<file path="config.mk">
export PLATFORM = sky130hd
export DESIGN_NAME = mux_rr_n_flat
export DESIGN_NICKNAME = d
export VERILOG_FILES = /design/src/rtl/mux_rr_n_if.sv /design/src/rtl/mux_rr_n.sv /design/src/flat_wrapper.sv
export SDC_FILE = /design/constraint.sdc
export NUM_CORES = 1
export LEC_CHECK = 0
export CAP_MARGIN = 20
export CORE_ASPECT_RATIO = 0.75
export CORE_UTILIZATION = 36
export CTS_CLUSTER_DIAMETER = 80
export DETAILED_ROUTE_END_ITERATION = 8
export PLACE_DENSITY = 0.82
export SLEW_MARGIN = 25
export SYNTH_ARGS = -nofsm -noshare
export SYNTH_HDL_FRONTEND = slang
export SYNTH_SLANG_ARGS = --single-unit
</file>
<file path="constraint.sdc">
create_clock -name clk -period 3.55 [get_ports clk]
set_clock_uncertainty 0.1 [all_clocks]
set_input_delay 0.5325 -clock clk [delete_from_list [all_inputs] [get_ports clk]]
set_output_delay 0.5325 -clock clk [all_outputs]
set_load 0.05 [all_outputs]
</file>
<file path="src/rtl/mux_rr_n_if.sv">
// Handshake bundle for mux_rr_n: N valid/ready input channels merged into one registered output.
interface mux_rr_n_if #(
  parameter int unsigned W    = 32,
  parameter int unsigned N    = 4,
  parameter int unsigned SELW = (N > 1) ? $clog2(N) : 1
);
  logic [N*W-1:0]  e_data;
  logic [N-1:0]    e_valid;
  logic [N-1:0]    e_ready;
  logic            modo;
  logic [SELW-1:0] sel;
  logic [W-1:0]    sal;
  logic            sal_valid;
  logic            sal_ready;
  logic [SELW-1:0] sal_idx;

  // Multiplexer side.
  modport slave (
    input  e_data, e_valid, modo, sel, sal_ready,
    output e_ready, sal, sal_valid, sal_idx
  );

  // Producers and consumer side.
  modport master (
    output e_data, e_valid, modo, sel, sal_ready,
    input  e_ready, sal, sal_valid, sal_idx
  );
endinterface

</file>
<file path="src/rtl/mux_rr_n.sv">
// N-channel, W-bit registered multiplexer with valid/ready on every port.
// modo=0 selects the channel named by sel; modo=1 arbitrates round-robin from ptr.
module mux_rr_n #(
  parameter int unsigned W = 32,
  parameter int unsigned N = 4
) (
  input logic        clk,
  input logic        rst,
  mux_rr_n_if.slave  bus
);
  localparam int unsigned SELW = (N > 1) ? $clog2(N) : 1;

  logic [SELW-1:0] ptr_q, ptr_d;
  logic [W-1:0]    sal_q, sal_d;
  logic            sal_valid_q, sal_valid_d;
  logic [SELW-1:0] sal_idx_q, sal_idx_d;

  logic [SELW-1:0] grant;
  logic            grant_ok;
  logic [W-1:0]    grant_data;
  logic            accept;
  logic            xfer;

  // Output register can take a new word when empty or being drained this cycle.
  always_comb begin
    accept = !sal_valid_q || bus.sal_ready;
  end

  // Grant selection: fixed from sel, or first valid channel at or after ptr (wrapping).
  always_comb begin
    grant    = '0;
    grant_ok = 1'b0;
    if (bus.modo) begin
      for (int unsigned i = 0; i < N; i++) begin
        if (!grant_ok && bus.e_valid[i] && (32'(ptr_q) <= i)) begin
          grant    = SELW'(i);
          grant_ok = 1'b1;
        end
      end
      // Nothing valid from ptr upward, so search the channels below ptr.
      for (int unsigned i = 0; i < N; i++) begin
        if (!grant_ok && bus.e_valid[i]) begin
          grant    = SELW'(i);
          grant_ok = 1'b1;
        end
      end
    end else begin
      grant = bus.sel;
      // A sel value of N or above matches no channel and leaves grant_ok low.
      for (int unsigned i = 0; i < N; i++) begin
        if (32'(bus.sel) == i) begin
          grant_ok = bus.e_valid[i];
        end
      end
    end
  end

  // Data of the granted channel.
  always_comb begin
    grant_data = '0;
    for (int unsigned i = 0; i < N; i++) begin
      if (32'(grant) == i) begin
        grant_data = bus.e_data[i*W +: W];
      end
    end
  end

  // Ready goes to the granted channel only; held off entirely while in reset.
  always_comb begin
    xfer        = accept && grant_ok && !rst;
    bus.e_ready = '0;
    for (int unsigned i = 0; i < N; i++) begin
      bus.e_ready[i] = xfer && (32'(grant) == i);
    end
  end

  // Next state of the output register and the round-robin pointer.
  always_comb begin
    sal_d       = sal_q;
    sal_valid_d = sal_valid_q;
    sal_idx_d   = sal_idx_q;
    ptr_d       = ptr_q;
    if (xfer) begin
      sal_d       = grant_data;
      sal_idx_d   = grant;
      sal_valid_d = 1'b1;
      ptr_d       = (32'(grant) == N - 1) ? '0 : grant + 1'b1;
    end else if (accept) begin
      sal_valid_d = 1'b0;
    end
  end

  // State registers.
  always_ff @(posedge clk or posedge rst) begin
    if (rst) begin
      sal_q       <= '0;
      sal_valid_q <= 1'b0;
      sal_idx_q   <= '0;
      ptr_q       <= '0;
    end else begin
      sal_q       <= sal_d;
      sal_valid_q <= sal_valid_d;
      sal_idx_q   <= sal_idx_d;
      ptr_q       <= ptr_d;
    end
  end

  assign bus.sal       = sal_q;
  assign bus.sal_valid = sal_valid_q;
  assign bus.sal_idx   = sal_idx_q;
endmodule

</file>
<file path="src/flat_wrapper.sv">
// flat-port wrapper written by rule: the top's interface ports become plain ports
module mux_rr_n_flat 
#(
  parameter int unsigned W = 32,
  parameter int unsigned N = 4
)
  (clk, rst, bus_e_data, bus_e_valid, bus_modo, bus_sel, bus_sal_ready, bus_e_ready, bus_sal, bus_sal_valid, bus_sal_idx);
  mux_rr_n_if #(.W(W), .N(N)) bus_i ();
  input logic clk;
  input logic rst;
  input wire logic [$bits(bus_i.e_data)-1:0] bus_e_data;
  input wire logic [$bits(bus_i.e_valid)-1:0] bus_e_valid;
  input wire logic [$bits(bus_i.modo)-1:0] bus_modo;
  input wire logic [$bits(bus_i.sel)-1:0] bus_sel;
  input wire logic [$bits(bus_i.sal_ready)-1:0] bus_sal_ready;
  output wire logic [$bits(bus_i.e_ready)-1:0] bus_e_ready;
  output wire logic [$bits(bus_i.sal)-1:0] bus_sal;
  output wire logic [$bits(bus_i.sal_valid)-1:0] bus_sal_valid;
  output wire logic [$bits(bus_i.sal_idx)-1:0] bus_sal_idx;
  assign bus_i.e_data = bus_e_data;
  assign bus_i.e_valid = bus_e_valid;
  assign bus_i.modo = bus_modo;
  assign bus_i.sel = bus_sel;
  assign bus_i.sal_ready = bus_sal_ready;
  assign bus_e_ready = bus_i.e_ready;
  assign bus_sal = bus_i.sal;
  assign bus_sal_valid = bus_i.sal_valid;
  assign bus_sal_idx = bus_i.sal_idx;
  mux_rr_n #(.W(W), .N(N)) u_core (.clk(clk), .rst(rst), .bus(bus_i));
endmodule
</file>
After elaboration in Yosys (flattened, before gate mapping)
Index checks and enable logic that the tools add are counted.
{ "classes": {"n_addsub": 1, "order_cmp": 3, "eq_ne": 6, "mux": 35, "n_reduce_logical": 29} }
{ "ops": {"columns": ["op", "count"], "rows": [
  ["2-to-1 mux 32 bit", 4],
  ["2-to-1 mux 1 bit", 23],
  ["logical AND 1 bit", 16],
  ["2-to-1 mux 2 bit", 8],
  ["zero test 1 bit", 9],
  ["equality test 2 bit, second input constant", 4],
  ["equality test 2 x 1 -> 1 bit, second input constant", 2],
  ["<= comparator 2 x 1 -> 1 bit, second input constant", 2],
  ["zero test 2 bit", 2],
  ["adder 2 x 1 -> 2 bit, second input constant", 1],
  ["<= comparator 2 bit, second input constant", 1],
  ["nonzero test 2 bit", 1],
  ["logical OR 1 bit", 1]
]} }
{ "word_totals": {"reg_bits": 37, "in_bits": 138, "out_inout_bits": 39, "word_cells": 78} }

Longest topological paths before layout
Gate-level depths: netlist of the first run.
{ "logic_depth": {"word_depth": 39, "mapped_depth": 11} }

Least setup slack after synthesis of the first run
Ideal clock, no wire load.
{ "synth_timing": {"kind": "input port to output port", "startpoint": "input port bus_e_valid[1]", "endpoint": "output port bus_e_ready[3]", "t_arrival_ns": 2.385, "path_slack_ns": 0.532, "cell_stages": 6, "path_buffers": 2, "cell_sequence": "a221o_1 o21ai_0 ha_1 clkbuf_1 clkbuf_1 and2_1"} }
{ "synth_between": {"word_cells_on_any_way": 44, "classes_between": "eq/ne (1); mux (25); reduce/logical (18)"} }
{ "synth_rtl": {"columns": ["item", "line_no", "text"], "rows": [
  ["start, declared", "flat_wrapper.sv:12", "input wire logic [$bits(bus_i.e_valid)-1:0] bus_e_valid;"],
  ["logical AND 1 bit (2 in a row)", "mux_rr_n.sv:35", "if (!grant_ok && bus.e_valid[i] && (32'(ptr_q) <= i)) begin"],
  ["2-to-1 mux 1 bit", "mux_rr_n.sv:35", null],
  ["2-to-1 mux 1 bit", "mux_rr_n.sv:33", "if (bus.modo) begin"],
  ["zero test 1 bit", "mux_rr_n.sv:35", null],
  ["logical AND 1 bit (2 in a row)", "mux_rr_n.sv:35", null],
  ["2-to-1 mux 1 bit", "mux_rr_n.sv:35", null],
  ["2-to-1 mux 1 bit", "mux_rr_n.sv:33", null],
  ["zero test 1 bit", "mux_rr_n.sv:35", null],
  ["[14 not listed]", null, null],
  ["2-to-1 mux 1 bit", "mux_rr_n.sv:33", null],
  ["zero test 1 bit", "mux_rr_n.sv:42", "if (!grant_ok && bus.e_valid[i]) begin"],
  ["logical AND 1 bit", "mux_rr_n.sv:42", null],
  ["2-to-1 mux 2 bit *", "mux_rr_n.sv:42", null],
  ["2-to-1 mux 2 bit *", "mux_rr_n.sv:33", null],
  ["via u_core.grant[1]", "mux_rr_n.sv:18", "logic [SELW-1:0] grant;"],
  ["equality test 2 bit *", "mux_rr_n.sv:73", "bus.e_ready[i] = xfer && (32'(grant) == i);"],
  ["logical AND 1 bit *", "mux_rr_n.sv:73", null],
  ["end, declared", "flat_wrapper.sv:16", "output wire logic [$bits(bus_i.e_ready)-1:0] bus_e_ready;"]
]} }
Mark *: on every way through the listed nets, which the timed path passes. The rest lies on a longest branch. The select of a mux whose other input is x is not followed.

Worst setup path after layout of the first run
{ "layout_timing": {"startpoint": "input port bus_e_valid[2]", "endpoint": "output port bus_e_ready[1]"} }
{ "layout_between": {"word_cells_on_any_way": 37, "classes_between": "eq/ne (1); mux (21); reduce/logical (15)"} }
{ "layout_rtl": {"columns": ["item", "line_no"], "rows": [
  ["logical AND 1 bit (2 in a row)", "mux_rr_n.sv:35"],
  ["2-to-1 mux 1 bit", "mux_rr_n.sv:35"],
  ["2-to-1 mux 1 bit", "mux_rr_n.sv:33"],
  ["zero test 1 bit", "mux_rr_n.sv:35"],
  ["logical AND 1 bit", "mux_rr_n.sv:35"],
  ["2-to-1 mux 1 bit", "mux_rr_n.sv:35"],
  ["2-to-1 mux 1 bit", "mux_rr_n.sv:33"],
  ["zero test 1 bit", "mux_rr_n.sv:42"],
  ["[10 not listed]", null],
  ["2-to-1 mux 1 bit", "mux_rr_n.sv:33"],
  ["zero test 1 bit", "mux_rr_n.sv:42"],
  ["logical AND 1 bit", "mux_rr_n.sv:42"],
  ["2-to-1 mux 2 bit *", "mux_rr_n.sv:42"],
  ["2-to-1 mux 2 bit *", "mux_rr_n.sv:33"],
  ["via u_core.grant[1]", "mux_rr_n.sv:18"],
  ["equality test 2 x 1 -> 1 bit *", "mux_rr_n.sv:73"],
  ["logical AND 1 bit *", "mux_rr_n.sv:73"]
]} }
Marks and branches as above.

==> impl_metrics.env, run 1 <==
export IMPL_cts_path_max_buffers=2
export IMPL_gp_congestion=0.7761
export IMPL_nets=578
export IMPL_insertion_delay_ns=0.27
export IMPL_cp_end_kind="output port"
export IMPL_yosysSeqAreaShare=0.3640
export IMPL_seqCellArea_sq_um=925.9
export IMPL_ctsResizeCount=0
export IMPL_grt_usage=0.2142
export IMPL_grt_overflow_total=0
export IMPL_antenna_found_initial=0
export IMPL_grt_start_max_net_pins=38
export IMPL_drv_slew=0
export IMPL_p_leak_uw=0.001786
export IMPL_num_vias=2757
export IMPL_port_buffers=176
export IMPL_drt_first_pass_iters=4
export IMPL_hold_viol_final=0
export IMPL_worst_path_buf_inv=4
export IMPL_synthesis_area_sq_mm=0.002544
export IMPL_ys_warn_count=0
export IMPL_crit_type="in2out"
export IMPL_yosysUniqueCellTypes=26
export IMPL_cts_htree_levels=2
export IMPL_tightest_slew_ns=0.7337
export IMPL_finalSetupViolations=0
export IMPL_drtIter0Drc=75
export IMPL_cp_slowest_cell="clkdlybuf4s50_1"
export IMPL_wl_mm=8.261
export IMPL_max_freq_ghz=0.3043
export IMPL_final_fill_count=571
export IMPL_cp_top_family="buffers and inverters"
export IMPL_multi_input_area_sq_mm=0.001500
export IMPL_die_height_um=74.80
export IMPL_cp_max_fo=34
export IMPL_grt_pass1_vias=2627
export IMPL_finalCriticalPeriod_ns=3.286
export IMPL_slowest_delay_ns=0.50
export IMPL_syn_inst=267
export IMPL_boundaryPins=177
export IMPL_rows=26
export IMPL_pre_cts_ws_ns=-0.01892
export IMPL_crit_path_start_kind="input pin"
export IMPL_drc_errors=0
export IMPL_cp_cell_sequence="clkdlybuf4s50_1 > nor2b_1 > a221oi_1 > o21ai_0 > inv_1 > ha_1 > buf_4 > and2_1 > buf_12"
export IMPL_dieArea_sq_mm=0.007409
export IMPL_clk_pin_slew_ns=0.07
export IMPL_min_path_type="reg2reg"
export IMPL_syn_to_final_growth_pct=78.70
export IMPL_cts_setup_buffers=0
export IMPL_ant_nets=0
export IMPL_post_dp_hpwl_mm=6.393
export IMPL_maxCapViolations=0
export IMPL_synth_seq_cells=37
export IMPL_routedWlPerCell_um=15.86
export IMPL_grt_pass1_wl_mm=12.61
export IMPL_finalPower_uw=2881
export IMPL_cts_tree="yes"
export IMPL_die_w_um=99.06
export IMPL_syn_num_nets=409
export IMPL_clock_root_buffer="clkbuf_8"
export IMPL_clkSinkCount=37
export IMPL_finalCritPeriodShare=0.9256
export IMPL_status="complete, no violations"
export IMPL_vias_per_cell=5.292
export IMPL_syn_avg_cell_area_sq_um=9.527
export IMPL_antenna_cells=0
export IMPL_p_per_area_mw_per_mm2=633.8
export IMPL_initial_core_util=0.3723
export IMPL_core_sq_mm=0.006832
export IMPL_relSlewSlack=0.4982
export IMPL_ir_drop_uv=274.6
export IMPL_cts_hold_fix_buffers=0
export IMPL_cts_buffers=5
export IMPL_worst_slack_ns=0.2641
export IMPL_drive_gt1_frac=0.05950
export IMPL_crit_required_ns=2.92
export IMPL_worstPathArrival_ns=2.65
export IMPL_rsz0062_at_grt="false"
==> path summary, 6_finish.rpt <==
kind / startpoint / end / slack [ns] / cells past startpoint
setup / recovery: bus_e_valid[2] / bus_e_ready[1] / 0.26 / 9
hold / removal: u_core.bus.sal[11] / u_core.bus.sal[11] / 0.39 / 1
setup reg to reg: u_core.ptr_q[1] / u_core.bus.sal[26] / 0.61 / 10
hold reg to reg: u_core.bus.sal[11] / u_core.bus.sal[11] / 0.39 / 1
max in group asynchronous: rst / u_core.bus.sal[7] / 2.37 / 3
min in group asynchronous: rst / u_core.ptr_q[0] / 0.65 / 3
==> Yosys cell counts (all sizes together) <==
library cell	count	area, sq um
a21oi	3	15.01
a22o	1	8.760
nand2b	2	12.51
and2	4	25.02
mux2i	2	20.02
a2111oi	1	8.760
nor2	1	3.750
a21o	2	15.01
nor4	1	6.260
clkbuf	22	82.58
mux2	35	394.1
a211oi	1	7.510
o221ai	1	8.760
nand2	35	131.4
nor2b	35	219.0
o21ai	2	10.01
dfrtp	37	925.9
o31ai	31	232.7
ha	4	50.05
a221oi	33	289.0
nor4bb	1	10.01
a221o	1	10.01
buf	4	27.52
inv	8	30.03
==> power by group <==
part / internal (uW) / switching (uW)
Combinational: 763 / 1120
Sequential: 615 / 108
Clock: 140 / 138
==> sequential cells by signal (all words and copies together) (netlist names) <==
register / flops
u_core.bus.sal_idx: 2
u_core.ptr_q: 2
u_core.bus.sal: 32
u_core.bus.sal_valid: 1
==> through the flow <==
step | util | instances | instance area (sq um) | hold slack, ns | setup TNS [ns]
CTS | 0.6654 | 521 | 4546 | 0.3938 | 0
global placement | 0.6537 | 513 | 4466 | 0.3666 | 0
floorplan | - | 267 | 2544 | 0.4307 | 0
detailed placement | 0.6537 | 513 | 4466 | 0.3760 | -0.01892
global route | 0.6654 | 521 | 4546 | 0.3986 | 0
finish | 0.6654 | 521 | 4546 | 0.3904 | 0
==> kinds of logic after synthesis <==
family	share of synthesized area
muxes	0.1628
and+or+nand+nor	0.1604
DFF	0.3640
adders and majority gates	0.01968
AOI/OAI and AO/OA	0.2381
buffers and inverters	0.05509
==> layout by cell type (no fill, tap or decap), drive strengths merged, types with 2 or more instances in the layout <==
cell type | netlist | routed
clkdlybuf4s50 | 0 | 172
dfrtp | 37 | 37
nand2 | 35 | 35
nor2b | 35 | 35
mux2 | 35 | 35
a221oi | 33 | 33
o31ai | 31 | 31
buf | 4 | 16
inv | 8 | 8
clkbuf | 22 | 8
and2 | 4 | 4
ha | 4 | 4
a21oi | 3 | 3
nand2b | 2 | 2
mux2i | 2 | 2
a21o | 2 | 2
o21ai | 2 | 2
==> layout make-up <==
class | instances | area share
Timing Repair Buffer | 188 | 0.4189
Multi-Input combinational cell | 196 | 0.3300
Sequential cell | 37 | 0.2037
Tap cell | 84 | 0.02312
Clock buffer | 8 | 0.01762
Inverter | 8 | 0.006606
==> per-layer routing <==
layer  global-route usage  vias up  wire length [um]
li1                     -     1336                 -
met1               0.2614     1292              3496
met4              0.04412        0                61
met2               0.3854      123              3995
met3              0.06128        6               706
met5                    0        -                 0
Power figures use the tool's default switching activity.
==> run 2: changes to the inputs <==
- CTS_CLUSTER_SIZE: unset -> 10
==> results of run 2 <==
Final layout, timing and power as in run 1 (identical DEF).
